**config.mk**
```make
export PLATFORM = sky130hd
export DESIGN_NAME = sim_ram_test_sequencer_flat
export DESIGN_NICKNAME = d
export VERILOG_FILES = /design/src/rtl/sim_ram_test_sequencer_pkg.sv /design/src/rtl/sim_ram_test_sequencer_if.sv /design/src/rtl/sim_ram_test_sequencer.sv /design/src/flat_wrapper.sv
export SDC_FILE = /design/constraint.sdc
export NUM_CORES = 1
export LEC_CHECK = 0
export ABC_AREA = 1
export ABC_CLOCK_PERIOD_IN_PS = 2850
export BUFFER_PORTS_ARGS = -buffer_cell sky130_fd_sc_hd__buf_2
export CAP_MARGIN = 20
export CORE_ASPECT_RATIO = 1.5
export CORE_UTILIZATION = 26
export CTS_BUF_LIST = sky130_fd_sc_hd__clkbuf_16
export CTS_CLUSTER_SIZE = 8
export DETAILED_ROUTE_END_ITERATION = 16
export PLACE_DENSITY = 0.51
export SETUP_SLACK_MARGIN = 0.02
export SLEW_MARGIN = 15
export SYNTH_ARGS = -nofsm -noshare
export SYNTH_HDL_FRONTEND = slang
export SYNTH_SLANG_ARGS = --single-unit
```
**constraint.sdc**
```tcl
create_clock -name clock -period 2.85 [get_ports clock]
set_input_delay 0.57 -clock clock [delete_from_list [all_inputs] [get_ports clock]]
set_output_delay 0.57 -clock clock [all_outputs]
set_load 0.01 [all_outputs]
```
**src/rtl/sim_ram_test_sequencer_pkg.sv**
```systemverilog
// sim_ram_test_pkg: shared types and data-pattern helper for the RAM test sequencer
package sim_ram_test_pkg;

    typedef enum logic [2:0] {IDLE, WRITE, READ_REQ, READ_WAIT, DONE} seq_state_e;

    typedef logic [1:0] pass_t;

    localparam int PAT_W = 64;

    // Passes 0/1 use addr^seed, passes 2/3 use its complement; callers truncate to their data width
    function automatic logic [PAT_W-1:0] pattern(input logic [PAT_W-1:0] addr, input pass_t pass,
                                                 input logic [PAT_W-1:0] seed);
        return (pass >= 2'd2) ? ~(addr ^ seed) : (addr ^ seed);
    endfunction

endpackage

```
**src/rtl/sim_ram_test_sequencer_if.sv**
```systemverilog
// sim_ram_test_sequencer_if: request/response port between the test sequencer and the simulation RAM
interface sim_ram_test_sequencer_if #(
    parameter int ADDR_WIDTH = 10,
    parameter int DATA_WIDTH = 32
);
    import sim_ram_test_pkg::*;

    logic                  req_valid;
    logic                  req_ready;
    logic                  req_write;
    logic [ADDR_WIDTH-1:0] req_addr;
    logic [DATA_WIDTH-1:0] req_wdata;
    logic                  resp_valid;
    logic [DATA_WIDTH-1:0] resp_rdata;

    modport master (
        output req_valid, req_write, req_addr, req_wdata,
        input  req_ready, resp_valid, resp_rdata
    );

    modport slave (
        input  req_valid, req_write, req_addr, req_wdata,
        output req_ready, resp_valid, resp_rdata
    );

endinterface

```
**src/rtl/sim_ram_test_sequencer.sv**
```systemverilog
// sim_ram_test_sequencer: four-pass write/verify sequencer (pattern, verify, inverted pattern, verify)
module sim_ram_test_sequencer
    import sim_ram_test_pkg::*;
#(
    parameter int          ADDR_WIDTH     = 10,
    parameter int          DATA_WIDTH     = 32,
    parameter int          BASE_ADDR      = 0,
    parameter int          NUM_WORDS      = 1024,
    parameter logic [31:0] SEED           = 32'hA5A5_0000,
    parameter int          TIMEOUT_CYCLES = 256
) (
    input  logic                     clock,
    input  logic                     reset,
    input  logic                     start,
    sim_ram_test_sequencer_if.master bus,
    output logic                     busy,
    output logic                     done,
    output logic                     success,
    output logic [15:0]              error_count,
    output logic [ADDR_WIDTH-1:0]    fail_addr,
    output logic                     timeout
);

    // One spare address bit so the last-word compare never wraps
    localparam int             AW1      = ADDR_WIDTH + 1;
    localparam int             TW       = $clog2(TIMEOUT_CYCLES + 1);
    localparam logic [AW1-1:0] LP_BASE  = AW1'(BASE_ADDR);
    localparam logic [AW1-1:0] LP_LAST  = AW1'(BASE_ADDR + NUM_WORDS - 1);
    localparam logic [TW-1:0]  LP_TLAST = TW'(TIMEOUT_CYCLES - 1);

    seq_state_e            r_state, w_state;
    logic [AW1-1:0]        r_addr, w_addr;
    pass_t                 r_pass, w_pass;
    logic [15:0]           r_err, w_err;
    logic [ADDR_WIDTH-1:0] r_fail, w_fail;
    logic                  r_timeout, w_timeout;
    logic [TW-1:0]         r_tcnt, w_tcnt;
    logic                  r_done, r_success;
    logic                  w_hs, w_last, w_mis;
    logic [DATA_WIDTH-1:0] w_exp;

    assign w_hs   = bus.req_valid && bus.req_ready;
    assign w_last = r_addr == LP_LAST;
    assign w_exp  = DATA_WIDTH'(pattern(PAT_W'(r_addr[ADDR_WIDTH-1:0]), r_pass, PAT_W'(SEED)));
    assign w_mis  = bus.resp_rdata != w_exp;

    assign bus.req_valid = (r_state == WRITE) || (r_state == READ_REQ);
    assign bus.req_write = r_state == WRITE;
    assign bus.req_addr  = r_addr[ADDR_WIDTH-1:0];
    assign bus.req_wdata = bus.req_write ? w_exp : '0;

    assign busy        = (r_state == WRITE) || (r_state == READ_REQ) || (r_state == READ_WAIT);
    assign done        = r_done;
    assign success     = r_success;
    assign error_count = r_err;
    assign fail_addr   = r_fail;
    assign timeout     = r_timeout;

    // Next-state and datapath updates; everything holds unless the current state acts
    always_comb begin
        w_state   = r_state;
        w_addr    = r_addr;
        w_pass    = r_pass;
        w_err     = r_err;
        w_fail    = r_fail;
        w_timeout = r_timeout;
        w_tcnt    = r_tcnt;
        case (r_state)
            IDLE, DONE: if (start) begin
                w_state   = WRITE;
                w_addr    = LP_BASE;
                w_pass    = '0;
                w_err     = '0;
                w_fail    = '0;
                w_timeout = 1'b0;
            end
            WRITE: if (w_hs) begin
                w_state = w_last ? READ_REQ : WRITE;
                w_addr  = w_last ? LP_BASE : r_addr + AW1'(1);
                w_pass  = w_last ? r_pass + 2'd1 : r_pass;
            end
            READ_REQ: if (w_hs) begin
                w_state = READ_WAIT;
                w_tcnt  = '0;
            end
            READ_WAIT: if (bus.resp_valid) begin
                w_err   = (w_mis && r_err != 16'hFFFF) ? r_err + 16'd1 : r_err;
                w_fail  = (w_mis && r_err == '0) ? r_addr[ADDR_WIDTH-1:0] : r_fail;
                w_state = !w_last ? READ_REQ : (r_pass == 2'd1 ? WRITE : DONE);
                w_addr  = w_last ? LP_BASE : r_addr + AW1'(1);
                w_pass  = (w_last && r_pass == 2'd1) ? 2'd2 : r_pass;
            end else if (r_tcnt == LP_TLAST) begin
                w_timeout = 1'b1;
                w_state   = DONE;
            end else begin
                w_tcnt = r_tcnt + TW'(1);
            end
            default: w_state = IDLE;
        endcase
    end

    // State and datapath registers; done/success are registered so they rise together
    always_ff @(posedge clock or negedge reset) begin
        if (!reset) begin
            r_state   <= IDLE;
            r_addr    <= '0;
            r_pass    <= '0;
            r_err     <= '0;
            r_fail    <= '0;
            r_timeout <= 1'b0;
            r_tcnt    <= '0;
            r_done    <= 1'b0;
            r_success <= 1'b0;
        end else begin
            r_state   <= w_state;
            r_addr    <= w_addr;
            r_pass    <= w_pass;
            r_err     <= w_err;
            r_fail    <= w_fail;
            r_timeout <= w_timeout;
            r_tcnt    <= w_tcnt;
            r_done    <= w_state == DONE;
            r_success <= (w_state == DONE) && (w_err == '0) && !w_timeout;
        end
    end

endmodule
```
**src/flat_wrapper.sv**
```systemverilog
// flat-port wrapper written by rule: the top's interface ports become plain ports
module sim_ram_test_sequencer_flat import sim_ram_test_pkg::*;
#(
    parameter int          ADDR_WIDTH     = 10,
    parameter int          DATA_WIDTH     = 32,
    parameter int          BASE_ADDR      = 0,
    parameter int          NUM_WORDS      = 1024,
    parameter logic [31:0] SEED           = 32'hA5A5_0000,
    parameter int          TIMEOUT_CYCLES = 256
)
  (clock, reset, start, busy, done, success, error_count, fail_addr, timeout, bus_req_valid, bus_req_write, bus_req_addr, bus_req_wdata, bus_req_ready, bus_resp_valid, bus_resp_rdata);
  sim_ram_test_sequencer_if #(.ADDR_WIDTH(ADDR_WIDTH), .DATA_WIDTH(DATA_WIDTH)) bus_i ();
  input  logic clock;
  input  logic reset;
  input  logic start;
  output logic busy;
  output logic done;
  output logic success;
  output logic [15:0] error_count;
  output logic [ADDR_WIDTH-1:0] fail_addr;
  output logic timeout;
  output wire logic [$bits(bus_i.req_valid)-1:0] bus_req_valid;
  output wire logic [$bits(bus_i.req_write)-1:0] bus_req_write;
  output wire logic [$bits(bus_i.req_addr)-1:0] bus_req_addr;
  output wire logic [$bits(bus_i.req_wdata)-1:0] bus_req_wdata;
  input wire logic [$bits(bus_i.req_ready)-1:0] bus_req_ready;
  input wire logic [$bits(bus_i.resp_valid)-1:0] bus_resp_valid;
  input wire logic [$bits(bus_i.resp_rdata)-1:0] bus_resp_rdata;
  assign bus_req_valid = bus_i.req_valid;
  assign bus_req_write = bus_i.req_write;
  assign bus_req_addr = bus_i.req_addr;
  assign bus_req_wdata = bus_i.req_wdata;
  assign bus_i.req_ready = bus_req_ready;
  assign bus_i.resp_valid = bus_resp_valid;
  assign bus_i.resp_rdata = bus_resp_rdata;
  sim_ram_test_sequencer #(.ADDR_WIDTH(ADDR_WIDTH), .DATA_WIDTH(DATA_WIDTH), .BASE_ADDR(BASE_ADDR), .NUM_WORDS(NUM_WORDS), .SEED(SEED), .TIMEOUT_CYCLES(TIMEOUT_CYCLES)) u_core (.clock(clock), .reset(reset), .start(start), .bus(bus_i), .busy(busy), .done(done), .success(success), .error_count(error_count), .fail_addr(fail_addr), .timeout(timeout));
endmodule
```
==> impl_metrics.py, run 1 <==
metrics = {
    "timing": {
        "rsz0062_at_grt": "true",
        "worst_slew_pin_slew_ps": 721.1,
        "skew_ps": 11.73,
        "setup_viol": 0,
        "maxSlewViolCount": 0,
        "fin_hold_ws_ps": 403.4,
        "period_needed_ps": 2660,
        "hold_violations": 0,
        "fin_crit_sh_pct": 93.33,
        "maxSlewHeadroom_pct": 51.93,
        "max_freq_ghz": 0.3760,
    },
    "die": {
        "dieArea_um2": 15800,
        "die_y_um": 153.4,
        "fp.dieW_um": 103.0,
        "io_pins": 111,
        "start_util_pct": 26.50,
        "core_area_um2": 15000,
        "rows": 55,
    },
    "global_route": {
        "grt_pass1_vias": 3723,
        "grt_pass1_wl_um": 18120,
        "antenna_found_initial": 0,
        "grt_max_degree": 55,
        "grtUsageTotal_pct": 14.90,
        "grt.overflow.total": 0,
    },
    "critical_path": {
        "crit_fanout": 13,
        "path_delay_family": "simple AND/OR/NAND/NOR gates",
        "required_ps": 3090,
        "crit_arrival_ps": 2900,
        "crit_slowest_cell": "dfrtp_1",
        "slowest_delay_ps": 360,
        "worstSetupStartpointType": "flop",
        "crit_buf_inv": 3,
        "cp_cell_sequence": "inv_1, ha_1, nor2_2, buf_4, nand2_1, nand2_2, nand2_1, nand2_1, nand3_1, nor2_1, nand2_4, buf_4, nand2_2, nand2_1, nand3_2, nand2_2, nor2_1, nand2_1, nor2_1, nand2_1, nor2_2",
        "path_class": "reg -> reg",
        "worst_path_most_repeated_cell": "nand2_1",
        "cp-end-kind": "flop",
    },
    "clock_network": {
        "cts-resized-gates": 0,
        "numCtsBuffers": 5,
        "h-tree-depth": 2,
        "cts_setup_buffers": 0,
        "cts_tree": "built",
        "clk_pin_slew_ps": 80,
        "hold_buffers": 0,
        "clock_latency_ps": 300,
        "cts-root-buf": "clkbuf_16",
        "clock-sinks": 54,
        "cts.path.max_buffers": 2,
    },
    "final_layout": {
        "ff_latch_area_um2": 1351,
        "drive_gt1_share_pct": 23.09,
        "nFillCells": 1755,
        "fin_area_um2": 4705,
        "nets": 736,
        "multiInputGateArea_um2": 1988,
        "area_delta_synth_final_pct": 18.35,
        "antenna-diode-count": 0,
    },
    "placement": {
        "dpl_cell_area_um2": 4546,
        "place_congestion": 0.8585,
        "dp_hpwl_um": 9029,
        "portBuffers": 110,
    },
    "logic_synthesis": {
        "synth-warning-count": 0,
        "ys_seq_elements": 54,
        "syn_area_per_cell_um2": 6.560,
        "ys_seq_area_share_pct": 33.99,
        "syn-num-nets": 650,
        "syn_inst": 606,
        "syn-cell-area_um2": 3975,
        "ys_types": 34,
    },
    "status": {
        "status": "finished clean",
    },
    "routing": {
        "wl_per_cell_um": 12.69,
        "wl_um": 11320,
        "drt_iter0_markers": 222,
        "dr.pass1.iters": 5,
        "route.detailed.drc": 0,
        "vias_per_cell": 4.498,
        "vias": 4012,
        "ant_nets": 0,
    },
    "run": {
        "max_cap_viol_count": 0,
    },
    "power_and_ir_drop": {
        "ir_worst_vdd_v": 0.0002896,
        "cellLeakagePower_uw": 0.002618,
        "power_uw": 3669,
        "powerDensity_nw_per_um2": 779.9,
    },
    "worst_hold_path": {
        "hold_path_class": "in -> async",
    },
}
synth_stat cells (all sizes together):
master / count / share of area (%)
a211oi: 1 / 0.19
a21oi: 15 / 1.9
a22oi: 1 / 0.19
a2bb2oi: 1 / 0.22
buf: 35 / 6.8
clkbuf: 3 / 0.28
clkinv: 2 / 0.19
dfrtp: 54 / 34
ha: 7 / 2.2
inv: 95 / 9.0
nand2: 188 / 19
nand3: 40 / 5.4
nand3b: 9 / 1.7
nand4: 7 / 1.1
nor2: 71 / 7.1
nor3: 18 / 2.4
nor3b: 1 / 0.19
nor4: 4 / 0.63
o211ai: 2 / 0.50
o21ai: 40 / 5.0
o21bai: 4 / 0.76
o22ai: 5 / 0.79
o311ai: 1 / 0.22
or2: 1 / 0.16
xor2: 1 / 0.22
placed cells by master (no fill, tap or decap), types with 2 or more instances in the layout:
cell | synthesis | routed
inv_2 | 5 | 5
clkinvlp_4 | 0 | 2
clkbuf_16 | 0 | 5
clkinv_1 | 2 | 2
nor2_2 | 7 | 9
nor4_1 | 4 | 4
nor3_1 | 17 | 17
o21ai_0 | 40 | 40
o22ai_1 | 5 | 5
o21bai_1 | 4 | 4
a21oi_1 | 15 | 15
inv_1 | 90 | 90
nand2_4 | 1 | 2
ha_1 | 7 | 7
nand2_1 | 173 | 173
nand4_1 | 7 | 7
nand3b_1 | 9 | 9
buf_2 | 0 | 110
nand2_2 | 14 | 13
nor2_1 | 64 | 62
nand3_1 | 37 | 37
buf_4 | 31 | 7
dfrtp_1 | 54 | 54
nand3_2 | 3 | 3
power breakdown:
part	switching [µW]	internal, µW	leakage, µW
clock	305	330	0.0000664
sequential	153	929	0.000722
combinational	1230	717	0.00183
total	1690	1980	0.00262
final cells by class:
class	count	share of cell area, %
Inverter	97	7.739
Clock buffer	5	2.660
Tap cell	199	5.293
Multi-Input combinational cell	417	42.26
Clock inverter	3	0.5053
Timing Repair Buffer	117	12.82
Sequential cell	54	28.72
layer usage:
metal | GRT usage [%] | vias up | share of wire (%)
met5 | 0 | - | 0
met4 | 5.231 | 0 | 1.9
met3 | 1.646 | 13 | 5.2
met2 | 27.97 | 123 | 52
met1 | 16.79 | 1824 | 41
li1 | - | 2052 | -
flip-flops by register name, summed over array words and instances (netlist names):
| signal | count |
|---|---|
| u_core.error_count | 16 |
| u_core.r_addr | 11 |
| u_core.fail_addr | 10 |
| u_core.r_tcnt | 9 |
| u_core.r_state | 3 |
| u_core.r_pass | 2 |
| u_core.done | 1 |
| u_core.success | 1 |
| u_core.timeout | 1 |
cells by family after synthesis:
logic type	Yosys count	synth area share [%]
AOI/OAI and AO/OA	70	9.789
xor gates and xnor gates	1	0.2204
adders and majority gates	7	2.203
buffers and inverters	135	16.24
DFF	54	33.99
and+or+nand+nor	339	37.55
stage by stage:
stage | setup WS (ps) | cells | util [%] | TNS (ps)
3_5_place_dp | 157.8 | 884 | 30.30 | 0
6_report | 190.1 | 892 | 31.36 | 0
2_1_floorplan | 258.0 | 606 | - | 0
3_3_place_gp | 221.9 | 884 | 30.30 | 0
4_1_cts | 123.1 | 892 | 31.29 | 0
5_1_grt | -123.8 | 892 | 31.36 | -123.8
final timing paths:
check	startpoint	endpoint	slack, ps	cells past startpoint
hold / removal	reset	u_core.r_tcnt[2]	400	2
hold reg to reg	u_core.r_tcnt[6]	u_core.r_tcnt[6]	500	1
min in group clock	u_core.r_tcnt[6]	u_core.r_tcnt[6]	500	1
setup / recovery	u_core.r_pass[0]	u_core.success	190	21
setup reg to reg	u_core.r_pass[0]	u_core.success	190	21
max in group asynchronous	reset	u_core.error_count[2]	1970	2
Power figures use the tool's default switching activity.
==> run 2: changes to the inputs <==
Settings changed: ABC_AREA 1 to default.
==> impl_metrics.py, run 2 <==
metrics = {
    "status": {
        "status": "finished with violations",
        "violations": "setup timing",
    },
    "critical_path": {
        "cp_cell_sequence": "buf_6, or4b_1, or4_4, nor4_4, o221a_4, nor4_1, a211o_1, or4_4, nor4_2",
        "worst_path_most_repeated_cell": "or4_4",
        "path_delay_family": "simple AND/OR/NAND/NOR gates",
        "crit_fanout": 7,
        "slowest_delay_ps": 540,
        "crit_arrival_ps": 3170,
        "worstSetupStartpointType": "input port",
        "required_ps": 3060,
        "crit_buf_inv": 1,
        "path_class": "in -> reg",
        "cp-end-kind": "flop",
        "crit_slowest_cell": "or4_4",
    },
    "logic_synthesis": {
        "ys.flop_type": "dfrtp_1",
        "synthArstFlopShare_pct": 100.0,
        "synth_top_area_cell": "dfrtp_1",
        "ys_seq_area_share_pct": 35.93,
        "ys_top_cells_by_count": "dfrtp_1, nand2_1, nor2_1, buf_4, nand3_1",
        "synth_top_area_share_pct": 35.93,
        "synthTopCellsByArea": "dfrtp_1, buf_4, xnor2_1",
        "syn-num-nets": 479,
        "synth_edf_count": 0,
        "syn-cell-area_um2": 3761,
        "ys_types": 61,
        "yosysMostFrequentCell": "dfrtp_1",
        "syn_area_per_cell_um2": 8.646,
        "syn_inst": 435,
        "synth-warning-count": 0,
        "ys_seq_elements": 54,
    },
    "die": {
        "rows": 53,
        "start_util_pct": 26.75,
        "die_y_um": 149.3,
        "io_pins": 111,
        "fp.dieW_um": 100.2,
        "dieArea_um2": 14960,
        "core_area_um2": 14060,
    },
    "placement": {
        "dpl_cell_area_um2": 4656,
        "pre_cts_slack_ps": -533.2,
        "portBuffers": 110,
        "dp_hpwl_um": 9179,
        "place_congestion": 0.8505,
    },
    "timing": {
        "period_needed_ps": 2965,
        "fin_crit_sh_pct": 104.0,
        "worst_slew_pin_slew_ps": 873.4,
        "maxSlewViolCount": 0,
        "skew_ps": 9.754,
        "setup_ws_ps": -115.4,
        "maxSlewHeadroom_pct": 41.56,
        "hold_violations": 0,
        "setup_viol": 1,
        "tns_ps": -115.4,
        "rsz0062_at_grt": "true",
        "max_freq_ghz": 0.3372,
        "fin_hold_ws_ps": 243.4,
    },
    "clock_network": {
        "clk_pin_slew_ps": 70,
        "clock_latency_ps": 300,
        "cts.path.max_buffers": 2,
        "hold_buffers": 0,
        "cts-root-buf": "clkbuf_16",
        "numCtsBuffers": 5,
        "h-tree-depth": 2,
        "clock-sinks": 54,
        "cts_tree": "built",
    },
    "final_layout": {
        "drive_gt1_share_pct": 36.14,
        "fin_area_um2": 4940,
        "nets": 602,
        "most-common-layout-cells": "buf_2, buf_4, dfrtp_1",
        "area_delta_synth_final_pct": 31.34,
        "nFillCells": 1522,
        "largest_reg_flops": 16,
        "final_common_cell": "buf_2",
        "antenna-diode-count": 0,
    },
    "run": {
        "max_cap_viol_count": 0,
    },
    "global_route": {
        "grtUsageTotal_pct": 16.52,
        "grt_max_degree": 22,
        "antenna_found_initial": 0,
        "grt_pass1_wl_um": 19330,
        "grt_pass1_vias": 3729,
        "grt.overflow.total": 0,
    },
    "power_and_ir_drop": {
        "powerDensity_nw_per_um2": 568.7,
        "cellLeakagePower_uw": 0.002512,
        "ir_worst_vdd_v": 0.0003957,
    },
    "routing": {
        "wl_per_cell_um": 15.59,
        "dr.pass1.iters": 4,
        "vias_per_cell": 4.916,
        "drt_iter0_markers": 140,
        "route.detailed.drc": 0,
        "wl_um": 11710,
        "ant_nets": 0,
        "vias": 3692,
    },
    "worst_hold_path": {
        "hold_path_class": "in -> async",
    },
}
-- run 2: cell types whose count changed after synthesis, sizes merged, moves of 10 or more --
cell,previous run,this run
a22o,0,10
clkbuf,3,18
inv,95,15
nand2,188,44
nand3,40,23
nor2,71,40
o21ai,40,17
xnor2,0,21
-- run 2: layout make-up --
| cell class | instances | area (µm²) | share of cell area (%) |
|---|---|---|---|
| multi-input cells | 311 | 2111 | 42.73 |
| flip-flops and latches | 54 | 1351 | 27.36 |
| well taps | 192 | 240.2 | 4.863 |
| inverters | 15 | 56.30 | 1.140 |
| repair buffers | 171 | 1035 | 20.95 |
| clock buffers | 5 | 125.1 | 2.533 |
| clock inverters | 3 | 21.27 | 0.4306 |
-- run 2: path summary, 6_finish.rpt --
check	cells after the start	endpoint	from	slack [ps]
setup / recovery	9	u_core.success	bus_resp_rdata[24]	-120
hold / removal	1	u_core.error_count[0]	reset	240
setup reg to reg	13	u_core.success	u_core.r_pass[0]	-100
hold reg to reg	1	u_core.fail_addr[6]	u_core.fail_addr[6]	500
max in group asynchronous	2	u_core.error_count[15]	reset	1930
min in group clock	1	u_core.fail_addr[6]	u_core.fail_addr[6]	500
-- run 2: cells by family after synthesis --
group	after synthesis	synth area share [%]
and+or+nand+nor	201	29.21
buffers and inverters	71	10.74
AOI/OAI and AO/OA	65	12.64
DFF	54	35.93
xor gates and xnor gates	32	7.818
adders and majority gates	7	2.329
muxes	5	1.331
-- run 2: where the power goes --
part           leakage, µW  switching [µW]  internal [µW]
registers         0.000744            77.2            847
logic              0.00170             745            515
clock network    0.0000698             299            327
total              0.00251            1120           1690
-- run 2: through the flow --
step           total power, µW  cells  util, %
2_1_floorplan             1734    435        -
3_3_place_gp              2106    739    33.12
3_5_place_dp              2117    739    33.12
4_1_cts                   2814    749    34.76
5_1_grt                   3007    751    35.14
6_report                  2809    751    35.14
-- run 2: what timing repair did --
item,4_1_cts,5_1_grt
pin swaps,3,6
buffers inserted,1,2
endpoints found under the setup margin,11,11
gates resized for setup,15,7
cloned,1,0
-- run 2: metal layers --
metal / part of all wire, % / track usage (%) / up-vias
met5: 0 / 0 / -
met3: 6.2 / 2.484 / 11
met1: 41 / 20.01 / 1757
met2: 51 / 29.66 / 153
met4: 1.3 / 5.217 / 0
li1: - / - / 1771
==> run 3: changes to the inputs <==
Settings changed: ABC_CLOCK_PERIOD_IN_PS 2850 to 3000, CORE_UTILIZATION 26 to 53, PLACE_DENSITY 0.51 to 0.87.
Clock period 2.85 ns to 3 ns, I/O delays scaled along.
==> impl_metrics.py, run 3 (synthesis gave the netlist of run 2 again) <==
metrics = {
    "run": {
        "max_cap_viol_count": 0,
    },
    "clock_network": {
        "cts_tree": "built",
        "cts.path.max_buffers": 2,
        "clock_latency_ps": 300,
        "clock-sinks": 54,
        "numCtsBuffers": 5,
        "clk_pin_slew_ps": 70,
        "h-tree-depth": 2,
        "cts-root-buf": "clkbuf_16",
    },
    "power_and_ir_drop": {
        "power_uw": 2609,
        "cellLeakagePower_uw": 0.002410,
        "powerDensity_nw_per_um2": 562.6,
        "ir_worst_vdd_v": 0.0004986,
    },
    "timing": {
        "fin_crit_sh_pct": 103.1,
        "max_freq_ghz": 0.3232,
        "maxSlewHeadroom_pct": 52.65,
        "maxSlewViolCount": 0,
        "setup_viol": 1,
        "period_needed_ps": 3094,
        "skew_ps": 8.429,
        "setup_ws_ps": -93.81,
        "hold_violations": 0,
        "rsz0062_at_grt": "true",
        "worst_slew_pin_slew_ps": 710.2,
    },
    "global_route": {
        "grt_pass1_vias": 3697,
        "grtUsageTotal_pct": 30.60,
        "grt_pass1_wl_um": 17630,
        "met2_usage_pct": 53.23,
        "grt_max_degree": 55,
        "grtUsageMet1_pct": 34.87,
        "antenna_found_initial": 0,
        "top_usage_layer": "met2",
        "use_met3_pct": 5.014,
        "grt.overflow.total": 0,
    },
    "final_layout": {
        "final_common_cell": "buf_2",
        "multiInputGateArea_um2": 2106,
        "drive_gt1_share_pct": 33.58,
        "nFillCells": 533,
        "ff_latch_area_um2": 1351,
        "largest_reg_flops": 16,
        "fin_cells": 620,
        "area_delta_synth_final_pct": 23.32,
        "fin_area_um2": 4638,
        "most-common-layout-cells": "buf_2, dfrtp_1, nand2_1",
        "nets": 585,
        "antenna-diode-count": 0,
    },
    "routing": {
        "vias": 3874,
        "dr.pass1.iters": 7,
        "wl_um": 11030,
        "ant_nets": 0,
        "route.detailed.drc": 0,
        "vias_per_cell": 6.248,
        "wl_per_cell_um": 17.78,
        "drt_iter0_markers": 413,
    },
    "critical_path": {
        "crit_arrival_ps": 3300,
        "worstSetupStartpointType": "input port",
        "slowest_delay_ps": 540,
        "crit_slowest_cell": "or4_4",
        "startpoint": "bus_resp_rdata[23]",
        "cp-end-kind": "flop",
        "cp_cell_sequence": "buf_2, or4b_1, or4_4, nor4_4, o221a_4, nor4_1, a211o_1, or4_4, nor4_4",
        "path_delay_family": "simple AND/OR/NAND/NOR gates",
        "crit_buf_inv": 1,
        "path_class": "in -> reg",
        "crit_fanout": 5,
        "required_ps": 3210,
        "r2r_start": "u_core.r_pass[0]",
    },
    "die": {
        "fp.dieW_um": 70.78,
        "dieArea_um2": 7444,
        "core_area_um2": 6852,
        "rows": 37,
        "start_util_pct": 54.89,
        "io_pins": 111,
        "die_y_um": 105.2,
    },
    "placement": {
        "dpl_cell_area_um2": 4393,
        "place_congestion": 0.8913,
        "pre_cts_slack_ps": -478.1,
        "dp.cells": 609,
        "dp_hpwl_um": 7954,
        "portBuffers": 110,
    },
    "status": {
        "violations": "setup timing",
        "status": "finished with violations",
    },
    "worst_hold_path": {
        "hold_path_class": "in -> async",
    },
}
## run 3: power breakdown
group	internal [µW]	leakage, µW	switching, µW	total [µW]
combinational	454	0.00160	685	1140
clock	306	0.0000672	275	581
sequential	804	0.000744	85.1	890
total	1560	0.00241	1050	2610
## run 3: worst register-to-register path, stage by stage, from the launching register on
cell     delay (ps)
dfrtp_1         350
inv_1            50
ha_1            200
or2_4           290
buf_4           170
nand4_1         110
a21oi_2         100
o221a_1         180
or4_1           550
a31o_2          270
or4_4           500
nor4_4          210
## run 3: area by class of cell
cell class                      count  area share, %
Sequential cell                    54          29.13
Timing Repair Buffer              153          19.10
Inverter                           15          1.214
Clock inverter                      3         0.3507
Tap cell                           78          2.104
Multi-Input combinational cell    312          45.40
Clock buffer                        5          2.698
## run 3: path summary, 6_finish.rpt
path                                    endpoint  slack [ps]  cells after the start
max                               u_core.success         -90                      9
min                        u_core.error_count[1]         420                      2
max reg2reg                       u_core.success         -40                     11
max in group asynchronous       u_core.r_tcnt[6]        2090                      2
min reg2reg                  u_core.fail_addr[3]         500                      1
min in group clock           u_core.fail_addr[3]         500                      1
## run 3: stage by stage
step	hold slack, ps	TNS [ps]	util (%)
after floorplan	304.4	-471.8	-
after global placement	483.2	-3033	64.12
after detailed placement	489.9	-4090	64.12
after CTS	457.0	-104.6	67.04
after global routing	477.6	-270.2	67.70
final	417.5	-93.81	67.70
## run 3: routing by layer
layer  vias to the layer above  routed length, µm
li1                       1744                  -
met1                      1811               4162
met2                       256               5439
met3                        63                844
met4                         0                578
met5                         -                  0
## run 3: timing repair
item	CTS	global route
pin swaps	1	1
buffers inserted	0	1
resized for setup	10	5
endpoints found under the setup margin	11	11
cloned	1	1
hold buffers	0	0
